**config.mk**
```make
export PLATFORM = sky130hd
export DESIGN_NAME = ifetch_flat
export DESIGN_NICKNAME = d
export VERILOG_FILES = /design/src/rtl/ifetch_pkg.sv /design/src/rtl/ifetch_if.sv /design/src/rtl/ifetch.sv /design/src/flat_wrapper.sv
export SDC_FILE = /design/constraint.sdc
export NUM_CORES = 1
export LEC_CHECK = 0
export CAP_MARGIN = 30
export CORE_MARGIN = 3
export CORE_UTILIZATION = 48
export DETAILED_ROUTE_END_ITERATION = 8
export GPL_TIMING_DRIVEN = 0
export PLACE_DENSITY = 0.82
export SYNTH_ARGS = -nofsm -noshare
export SYNTH_HDL_FRONTEND = slang
export SYNTH_SLANG_ARGS = --single-unit
```
**constraint.sdc**
```tcl
create_clock -name clk -period 5.4 [get_ports clk]
set_input_delay 0.54 -clock clk [delete_from_list [all_inputs] [get_ports clk]]
set_output_delay 0.54 -clock clk [all_outputs]
set_load 0.01 [all_outputs]
```
**src/rtl/ifetch_pkg.sv**
```systemverilog
// rtl/ifetch_pkg.sv - shared fetch-stage definitions
// Purpose: datapath width, the NOP encoding and the fetch state type.
// Ports: none (package).
package ifetch_pkg;

  localparam int unsigned XLEN = 32;

  // addi x0, x0, 0: the canonical RISC-V NOP
  localparam logic [31:0] NOP_INSTR = 32'h0000_0013;

  typedef enum logic [1:0] {
    BOOT = 2'd0,
    RUN  = 2'd1,
    HALT = 2'd2
  } fetch_state_t;

endpackage

```
**src/rtl/ifetch_if.sv**
```systemverilog
// rtl/ifetch_if.sv - instruction-memory interface with fetch and memory sides
// Purpose: carries the fetch address out and the instruction word back.
// Ports: imem_pc (fetch -> memory), imem_instruction (memory -> fetch, same cycle).
interface imem_if;
  import ifetch_pkg::*;

  logic [XLEN-1:0] imem_pc;
  logic [31:0]     imem_instruction;

  modport fetch  (output imem_pc, input  imem_instruction);
  modport memory (input  imem_pc, output imem_instruction);

endinterface

```
**src/rtl/ifetch.sv**
```systemverilog
// rtl/ifetch.sv - instruction fetch stage with PC, IF/ID register and redirect
// Purpose: owns pc_q, fetches from instruction memory, presents one entry to
//   decode over id_valid/id_ready, halts after loading a fault entry.
// Ports: clk, rst_n (async active-low); imem (fetch side of imem_if);
//   redirect_valid/redirect_pc from execute; id_ready from decode;
//   id_valid/id_instr/id_pc/id_fault IF/ID entry; fetch_count accepted entries.
module ifetch
  import ifetch_pkg::*;
#(
  parameter logic [XLEN-1:0] RESET_PC  = '0,
  parameter int              MEM_BYTES = 4096
) (
  input  logic            clk,
  input  logic            rst_n,
  imem_if.fetch           imem,
  input  logic            redirect_valid,
  input  logic [XLEN-1:0] redirect_pc,
  input  logic            id_ready,
  output logic            id_valid,
  output logic [31:0]     id_instr,
  output logic [XLEN-1:0] id_pc,
  output logic            id_fault,
  output logic [31:0]     fetch_count
);

  // Highest PC whose full 4-byte word lies inside memory
  localparam logic [XLEN-1:0] LAST_PC = XLEN'(MEM_BYTES - 4);

  fetch_state_t    state;
  logic [XLEN-1:0] pc_q;
  logic            advance;
  logic            fault_pc;

  assign imem.imem_pc = pc_q;

  // The IF/ID slot can be (re)loaded when empty or being consumed this cycle
  assign advance  = !id_valid || id_ready;
  assign fault_pc = (pc_q[1:0] != 2'b00) || (pc_q > LAST_PC);

  always_ff @(posedge clk or negedge rst_n) begin
    if (!rst_n) begin
      state       <= BOOT;
      pc_q        <= RESET_PC;
      id_valid    <= 1'b0;
      id_instr    <= NOP_INSTR;
      id_pc       <= '0;
      id_fault    <= 1'b0;
      fetch_count <= '0;
    end else begin
      // Acceptance is counted before any flush: an entry taken by decode on
      // the same edge as a redirect was genuinely delivered.
      if (id_valid && id_ready) begin
        fetch_count <= fetch_count + 32'd1;
      end

      if (redirect_valid) begin
        // Flush even under backpressure; the held entry is wrong-path
        id_valid <= 1'b0;
        pc_q     <= redirect_pc;
        state    <= RUN;
      end else begin
        case (state)
          BOOT: state <= RUN;
          RUN: begin
            if (advance) begin
              id_valid <= 1'b1;
              id_pc    <= pc_q;
              if (fault_pc) begin
                // pc_q stays put so the faulting address remains visible
                id_fault <= 1'b1;
                id_instr <= NOP_INSTR;
                state    <= HALT;
              end else begin
                id_fault <= 1'b0;
                id_instr <= imem.imem_instruction;
                pc_q     <= pc_q + XLEN'(4);
              end
            end
          end
          HALT: begin
            if (advance) begin
              id_valid <= 1'b0;
            end
          end
          default: state <= BOOT;
        endcase
      end
    end
  end

endmodule

```
**src/flat_wrapper.sv**
```systemverilog
// flat-port wrapper written by rule: the top's interface ports become plain ports
module ifetch_flat import ifetch_pkg::*;
#(
  parameter logic [XLEN-1:0] RESET_PC  = '0,
  parameter int              MEM_BYTES = 4096
)
  (clk, rst_n, redirect_valid, redirect_pc, id_ready, id_valid, id_instr, id_pc, id_fault, fetch_count, imem_imem_pc, imem_imem_instruction);
  imem_if imem_i ();
  input  logic clk;
  input  logic rst_n;
  input  logic redirect_valid;
  input  logic [XLEN-1:0] redirect_pc;
  input  logic id_ready;
  output logic id_valid;
  output logic [31:0] id_instr;
  output logic [XLEN-1:0] id_pc;
  output logic id_fault;
  output logic [31:0] fetch_count;
  output wire logic [$bits(imem_i.imem_pc)-1:0] imem_imem_pc;
  input wire logic [$bits(imem_i.imem_instruction)-1:0] imem_imem_instruction;
  assign imem_imem_pc = imem_i.imem_pc;
  assign imem_i.imem_instruction = imem_imem_instruction;
  ifetch #(.RESET_PC(RESET_PC), .MEM_BYTES(MEM_BYTES)) u_core (.clk(clk), .rst_n(rst_n), .imem(imem_i), .redirect_valid(redirect_valid), .redirect_pc(redirect_pc), .id_ready(id_ready), .id_valid(id_valid), .id_instr(id_instr), .id_pc(id_pc), .id_fault(id_fault), .fetch_count(fetch_count));
endmodule
```
==> impl_results.md, run 1 <==
* Status: finished clean
* CTS Buf Count at 17
* Main synth FF type: dfrtp_1
* Fillers at 754
* Hpwl dp at 11200 um
* Storage element area at 3307 sq um
* Worst skew pair latency at 0.42 ns
* Worst-path clk slew at 0.06 ns
* Via count of the first global-routing pass at 5104
* Initial Util at 50.17%
* Diode count at 0
* Final setup vio count at 0
* Setup CP Type: register to register
* Area Growth Syn to Fin at 50.60%
* Slew of the pin with the lowest slew margin at 0.9431 ns
* Async SR Flop Fraction at 100.0%
* Die ar. at 12850 sq um
* Final hold viol count at 0
* LEAKAGE at 3.783 nW
* Vias per Instance at 5.273
* Seq cells post-synth at 132
* Die H at 113.4 um
* Yosys top cell by area: dfrtp_1
* DRT Wirelength at 15740 um
* I/O pin count at 198
* Proportion of layout cells with a drive suffix above 1 at 9.395%
* FP Rows at 38
* Fmax at 382.9 MHz
* Clock buffer depth at 2
* P per Cell Area at 364.4 nW/um^2
* Setup crit end kind: register
* Worst path required time at 5.75 ns
* Overflow after GRT at 0
* Worst VDD drop at 0.2840 mV
* Initial DRC count at 318
* CTS Sinks at 132
* Hold Crit Class: register to register
* Setup TNS Final at 0 ns
* Number of H-tree levels at 4
* Mean post-synth cell area at 10.12 sq um
* Largest net degree at the start of global routing at 101
* Final std cells w/o fill at 917
* Slew Limit Fails at 0
* DR pass1 iterations at 4
* Synth top cells by count: nand2_1 (176), dfrtp_1 (129), nand3_1 (41)
* YS warnings at 0
* Critical Path Source Type: register
* Post-synth EDFFs at 0
* Clock root buffer: clkbuf_16
* CTS tree: built
* Routed Antenna Nets at 0
* Worst-path fanout max at 10
* Mapped Cells at 547
* Sequential area share after synthesis at 59.76%
* Most frequent cell after synthesis: nand2_1
* RSZ-0062 raised after global routing: false
* Core footprint at 11030 sq um
* Syn Nets at 617
* Die X at 113.4 um
* Netlist cell types at 42
* Total number of vias at 4835
* Final nets at 834
* DP Cell Count at 884
* Area share of the largest cell type after synthesis at 58.33%
* DRC at 0
* Area of the multi-input gates at 2097 sq um
* Final cycle utilization of the critical path at 48.37%
* Max-cap violation count at 0
* Worst slew margin at 36.55%
* Synthesized area at 5534 sq um
* First-pass GRT wire length at 25550 um
* Final GP Congestion at 0.8007
* Total GRT Usage at 25.39%
* Arrival time worst endpoint at 2.96 ns
* Worst Skew at 0.008657 ns
* Wire per inst at 17.17 um
* Port bufs at 196
* Antenna violations before repair at 0
* Synth top area cells: dfrtp_1 (58%), nand2_1 (12%), mux2_2 (4.5%)
* Tmin final at 2.612 ns
* Final core utilization at 75.56%
[metal layers]
layer	vias up	GRT usage, %	share of wire (%)
li1	2251	-	-
met1	2345	29.63	38
met2	205	42.34	50
met3	34	8.912	9.4
met4	0	11.46	2.6
met5	-	0	0
[worst max-delay path, cell delays in order (launching register included)]
cell	delay (ns)
dfrtp_1	0.42
nor4_1	0.40
nand4_1	0.42
nor2_1	0.60
clkbuf_1	0.44
nand3_1	0.16
nand2_1	0.11
[metrics by stage]
stage | setup WS [ns] | instance area (sq um) | hold slack (ns) | power, W
final | 2.788 | 8334 | 0.4667 | 0.003037
after global routing | 2.600 | 8334 | 0.4863 | 0.003169
after CTS | 2.772 | 8334 | 0.4686 | 0.003059
after detailed placement | 2.377 | 7700 | 0.4478 | 0.001838
after global placement | -1.223 | 7671 | 0.4508 | 0.001815
after floorplan | 3.389 | 5534 | 0.2444 | 0.001443
[cell type report]
| cell class | count | share of cell area [%] |
|---|---|---|
| Clock buffer | 18 | 5.269 |
| Multi-Input combinational cell | 382 | 25.16 |
| Clock inverter | 14 | 2.222 |
| Buffer | 24 | 1.156 |
| Tap cell | 140 | 2.102 |
| Inverter | 9 | 0.4053 |
| Timing Repair Buffer | 198 | 24.01 |
| Sequential cell | 132 | 39.68 |
[logic make-up after synthesis]
| group | count (synthesis) | synth area share, % |
|---|---|---|
| AOI/OAI and AO/OA | 22 | 2.510 |
| xor gates and xnor gates | 34 | 5.381 |
| adders and majority gates | 2 | 0.4521 |
| buffers and inverters | 33 | 2.351 |
| DFF | 132 | 59.76 |
| muxes | 26 | 5.200 |
| and+or+nand+nor | 298 | 24.35 |
[cell usage in the layout (no fill, tap or decap), types with 12 or more instances in the layout]
cell             Yosys  final
clkdlybuf4s50_1      0    195
nand2_1            176    176
dfrtp_1            129    129
nand3_1             41     41
nor2_1              24     24
xnor2_1             22     22
mux2_2              22     22
clkbuf_1            19     19
clkbuf_16            0     17
nand4_1             12     12
xor2_1              12     12
[state kept, by name, summed over array words and instances, names as in the netlist]
signal,count
u_core.id_valid,1
u_core.id_pc,32
u_core.fetch_count,32
u_core.state,2
u_core.id_fault,1
u_core.imem.imem_pc,32
u_core.id_instr,32
[timing repair]
item / in CTS / in global routing
gates resized for setup: 0 / 0
buffers inserted: 0 / 0
endpoints found under the hold margin: 4 / 0
hold buffers: 1 / 0
[power breakdown]
group | switching, W | internal (W) | total, W
clock network | 0.000431 | 0.000779 | 0.00121
logic | 0.000281 | 0.000330 | 0.000611
registers | 0.000103 | 0.00111 | 0.00122
[worst paths after layout]
path / start / end / slack, ns / cells past startpoint
hold reg to reg: u_core.id_instr[7]$_DFFE_PN0P_ / u_core.id_instr[7]$_DFFE_PN0P_ / 0.47 / 2
max in group asynchronous: rst_n / u_core.id_instr[18]$_DFFE_PN0P_ / 4.03 / 3
min in group asynchronous: rst_n / u_core.id_instr[15]$_DFFE_PN0P_ / 0.57 / 2
setup reg to reg: u_core.imem.imem_pc[17]$_DFFE_PN0P_ / u_core.id_instr[18]$_DFFE_PN0P_ / 2.79 / 6
setup / recovery: u_core.imem.imem_pc[17]$_DFFE_PN0P_ / u_core.id_instr[18]$_DFFE_PN0P_ / 2.79 / 6
hold / removal: u_core.id_instr[7]$_DFFE_PN0P_ / u_core.id_instr[7]$_DFFE_PN0P_ / 0.47 / 2
Note: power is estimated with default switching activity, not from simulation.
==> inputs of run 2 (changes only) <==
--- a/config.mk
+++ b/config.mk
@@ -7,10 +7,10 @@
 export LEC_CHECK = 0
 export CAP_MARGIN = 30
 export CORE_MARGIN = 3
-export CORE_UTILIZATION = 48
+export CORE_UTILIZATION = 45
 export DETAILED_ROUTE_END_ITERATION = 8
 export GPL_TIMING_DRIVEN = 0
-export PLACE_DENSITY = 0.82
+export PLACE_DENSITY = 0.77
 export SYNTH_ARGS = -nofsm -noshare
 export SYNTH_HDL_FRONTEND = slang
 export SYNTH_SLANG_ARGS = --single-unit
==> constraint.sdc (replaced) <==
create_clock -name clk -period 2.6 [get_ports clk]
set_input_delay 0.26 -clock clk [delete_from_list [all_inputs] [get_ports clk]]
set_output_delay 0.26 -clock clk [all_outputs]
set_load 0.01 [all_outputs]
==> impl_results.md, run 2 (same netlist as run 1, synthesis figures left out) <==
* Status: finished clean (unchanged)
* Final core utilization at 70.75% (was 75.56%)
* DR pass1 iterations at 6 (was 4)
* Worst Skew at 0.009060 ns (was 0.008657 ns)
* CP top delay family: simple AND/OR/NAND/NOR gates (unchanged)
* Slew Limit Fails at 0 (unchanged)
* Worst-path fanout max at 7 (was 10)
* DRT Wirelength at 15130 um (was 15740 um)
* Largest net degree at the start of global routing at 68 (was 101)
* Overflow after GRT at 0 (unchanged)
* Setup CP Type: register to register (unchanged)
* Hpwl dp at 11240 um (was 11200 um)
* Routed Antenna Nets at 0 (unchanged)
* Tmin final at 2.262 ns (was 2.612 ns)
* Initial Util at 47.25% (was 50.17%)
* Commonest non-fill, non-tap cell in the layout: clkdlybuf4s50_1 (unchanged)
* Max-cap violation count at 0 (unchanged)
* P per Cell Area at 722.1 nW/um^2 (was 364.4 nW/um^2)
* Commonest non-fill, non-tap cells in the layout: clkdlybuf4s50_1 (195), nand2_1 (176), dfrtp_1 (129), nand3_1 (41), clkbuf_1 (23) (was clkdlybuf4s50_1 (195), nand2_1 (176), dfrtp_1 (129), nand3_1 (41), nor2_1 (24))
* LEAKAGE at 3.780 nW (was 3.783 nW)
* Proportion of layout cells with a drive suffix above 1 at 9.021% (was 9.395%)
* Cell Chain, Critical Path: nand4_1 > nor4_1 > and2_0 > buf_2 > nand3_1 > xnor2_1 (was nor4_1 > nand4_1 > nor2_1 > clkbuf_1 > nand3_1 > nand2_1)
* Die ar. at 13660 sq um (was 12850 sq um)
* Worst path required time at 2.89 ns (was 5.75 ns)
* DRC at 0 (unchanged)
* Via count of the first global-routing pass at 4893 (was 5104)
* Number of H-tree levels at 4 (unchanged)
* Critical Path Max Stage Delay at 0.83 ns (was 0.60 ns)
* Core footprint at 11710 sq um (was 11030 sq um)
* FP Rows at 39 (was 38)
* Final setup vio count at 0 (unchanged)
* Vias per Instance at 5.168 (was 5.273)
* Worst skew pair latency at 0.42 ns (about the same)
* Clock root buffer: clkbuf_16 (unchanged)
* First-pass GRT wire length at 24230 um (was 25550 um)
* Hold Crit Class: primary input to register (was register to register)
* Initial DRC count at 245 (was 318)
* Area Growth Syn to Fin at 49.72% (was 50.60%)
* Worst slew margin at 30.09% (was 36.55%)
* CTS tree: built (unchanged)
* CP Buf/Inv Count at 1 (unchanged)
* Worst VDD drop at 0.4909 mV (was 0.2840 mV)
* Total number of vias at 4749 (was 4835)
* Arrival time worst endpoint at 2.56 ns (was 2.96 ns)
* Wire per inst at 16.47 um (was 17.17 um)
* Fmax at 442.0 MHz (was 382.9 MHz)
* Final cycle utilization of the critical path at 87.01% (was 48.37%)
* CTS Sinks at 132 (unchanged)
* Antenna violations before repair at 0 (unchanged)
* I/O pin count at 198 (unchanged)
* Critical Path Source Type: register (unchanged)
* Die X at 116.9 um (was 113.4 um)
* Final std cells w/o fill at 919 (was 917)
* Port bufs at 196 (unchanged)
* Critical path's slowest cell: nor4_1 (was nor2_1)
* Final nets at 835 (was 834)
* Clock buffer depth at 2 (unchanged)
* Slew of the pin with the lowest slew margin at 1.039 ns (was 0.9431 ns)
* DP Cell Count at 887 (was 884)
* Setup crit end kind: register (unchanged)
* Die H at 116.9 um (was 113.4 um)
* Worst-path clk slew at 0.05 ns (was 0.06 ns)
* CTS Buf Count at 17 (unchanged)
* Total GRT Usage at 22.88% (was 25.39%)
* Diode count at 0 (unchanged)
* Final GP Congestion at 0.8433 (was 0.8007)
* Final hold viol count at 0 (unchanged)
* RSZ-0062 raised after global routing: false (unchanged)
-- run 2: cell count changes in the layout (fill, tap and decap cells not counted), moves of 2 or more --
cell,before,now
clkinvlp_4,6,0
nor2_1,24,22
clkbuf_8,1,4
bufinv_16,4,1
clkbuf_1,19,23
-- run 2: timing repair --
action	4_1_cts	5_1_grt
gates resized for setup	1	3
endpoints found under the setup margin	8	32
endpoints found under the hold margin	66	0
pin swaps	0	1
cloned	0	0
setup buffers	0	1
hold buffers	1	0
-- run 2: final timing paths --
| check | start | to | slack [ns] | cells after the start |
|---|---|---|---|---|
| setup reg to reg | u_core.id_valid$_DFFE_PN0P_ | u_core.fetch_count[25]$_DFFE_PN0P_ | 0.34 | 6 |
| setup / recovery | u_core.id_valid$_DFFE_PN0P_ | u_core.fetch_count[25]$_DFFE_PN0P_ | 0.34 | 6 |
| min in group asynchronous | rst_n | u_core.fetch_count[19]$_DFFE_PN0P_ | 0.40 | 2 |
| max in group asynchronous | rst_n | u_core.id_instr[1]$_DFFE_PN1P_ | 1.43 | 3 |
| hold reg to reg | u_core.id_instr[14]$_DFFE_PN0P_ | u_core.id_instr[14]$_DFFE_PN0P_ | 0.46 | 2 |
| hold / removal | imem_imem_instruction[22] | u_core.id_instr[22]$_DFFE_PN0P_ | 0.39 | 3 |
-- run 2: area by class of cell --
class                           count  area (sq um)
Buffer                             24         96.34
Tap cell                          143         178.9
Inverter                            9         33.78
Timing Repair Buffer              199          2008
Clock buffer                       25         495.5
Fill cell                         864          3426
Sequential cell                   132          3307
Multi-Input combinational cell    382          2116
Clock inverter                      5         50.05
-- run 2: power by group --
part           switching [W]  internal (W)  total [W]
logic               0.000577      0.000685    0.00126
clock network       0.000804       0.00140    0.00220
registers           0.000207       0.00231    0.00252
-- run 2: per-stage QoR --
stage               setup slack (ns)  total power, W  hold WS, ns  cell area, sq um  TNS [ns]
floorplan                     0.5894        0.002997     -0.03559              5534         0
global placement              -3.819        0.003772       0.4496              7675   -498.86
detailed placement          -0.07324        0.003816       0.3032              7704   -0.8885
CTS                           0.1198        0.006043       0.3707              8262         0
global route                  0.1338        0.006276       0.3769              8285         0
finish                        0.3378        0.005983       0.3870              8285         0
-- run 2: worst min-delay path: cells and delay by family --
| kind | cells | cell delay, ns |
|---|---|---|
| buffers and inverters | 1 | 0.40 |
| and+or+nand+nor | 2 | 0.10 |
-- run 2: metal layers --
metal,global-route usage (%),part of all wire (%),vias to the layer above
met3,9.614,9.1,21
li1,-,-,2262
met2,38.23,50,163
met1,26.76,40,2303
met5,0,0,-
met4,7.569,1.7,0
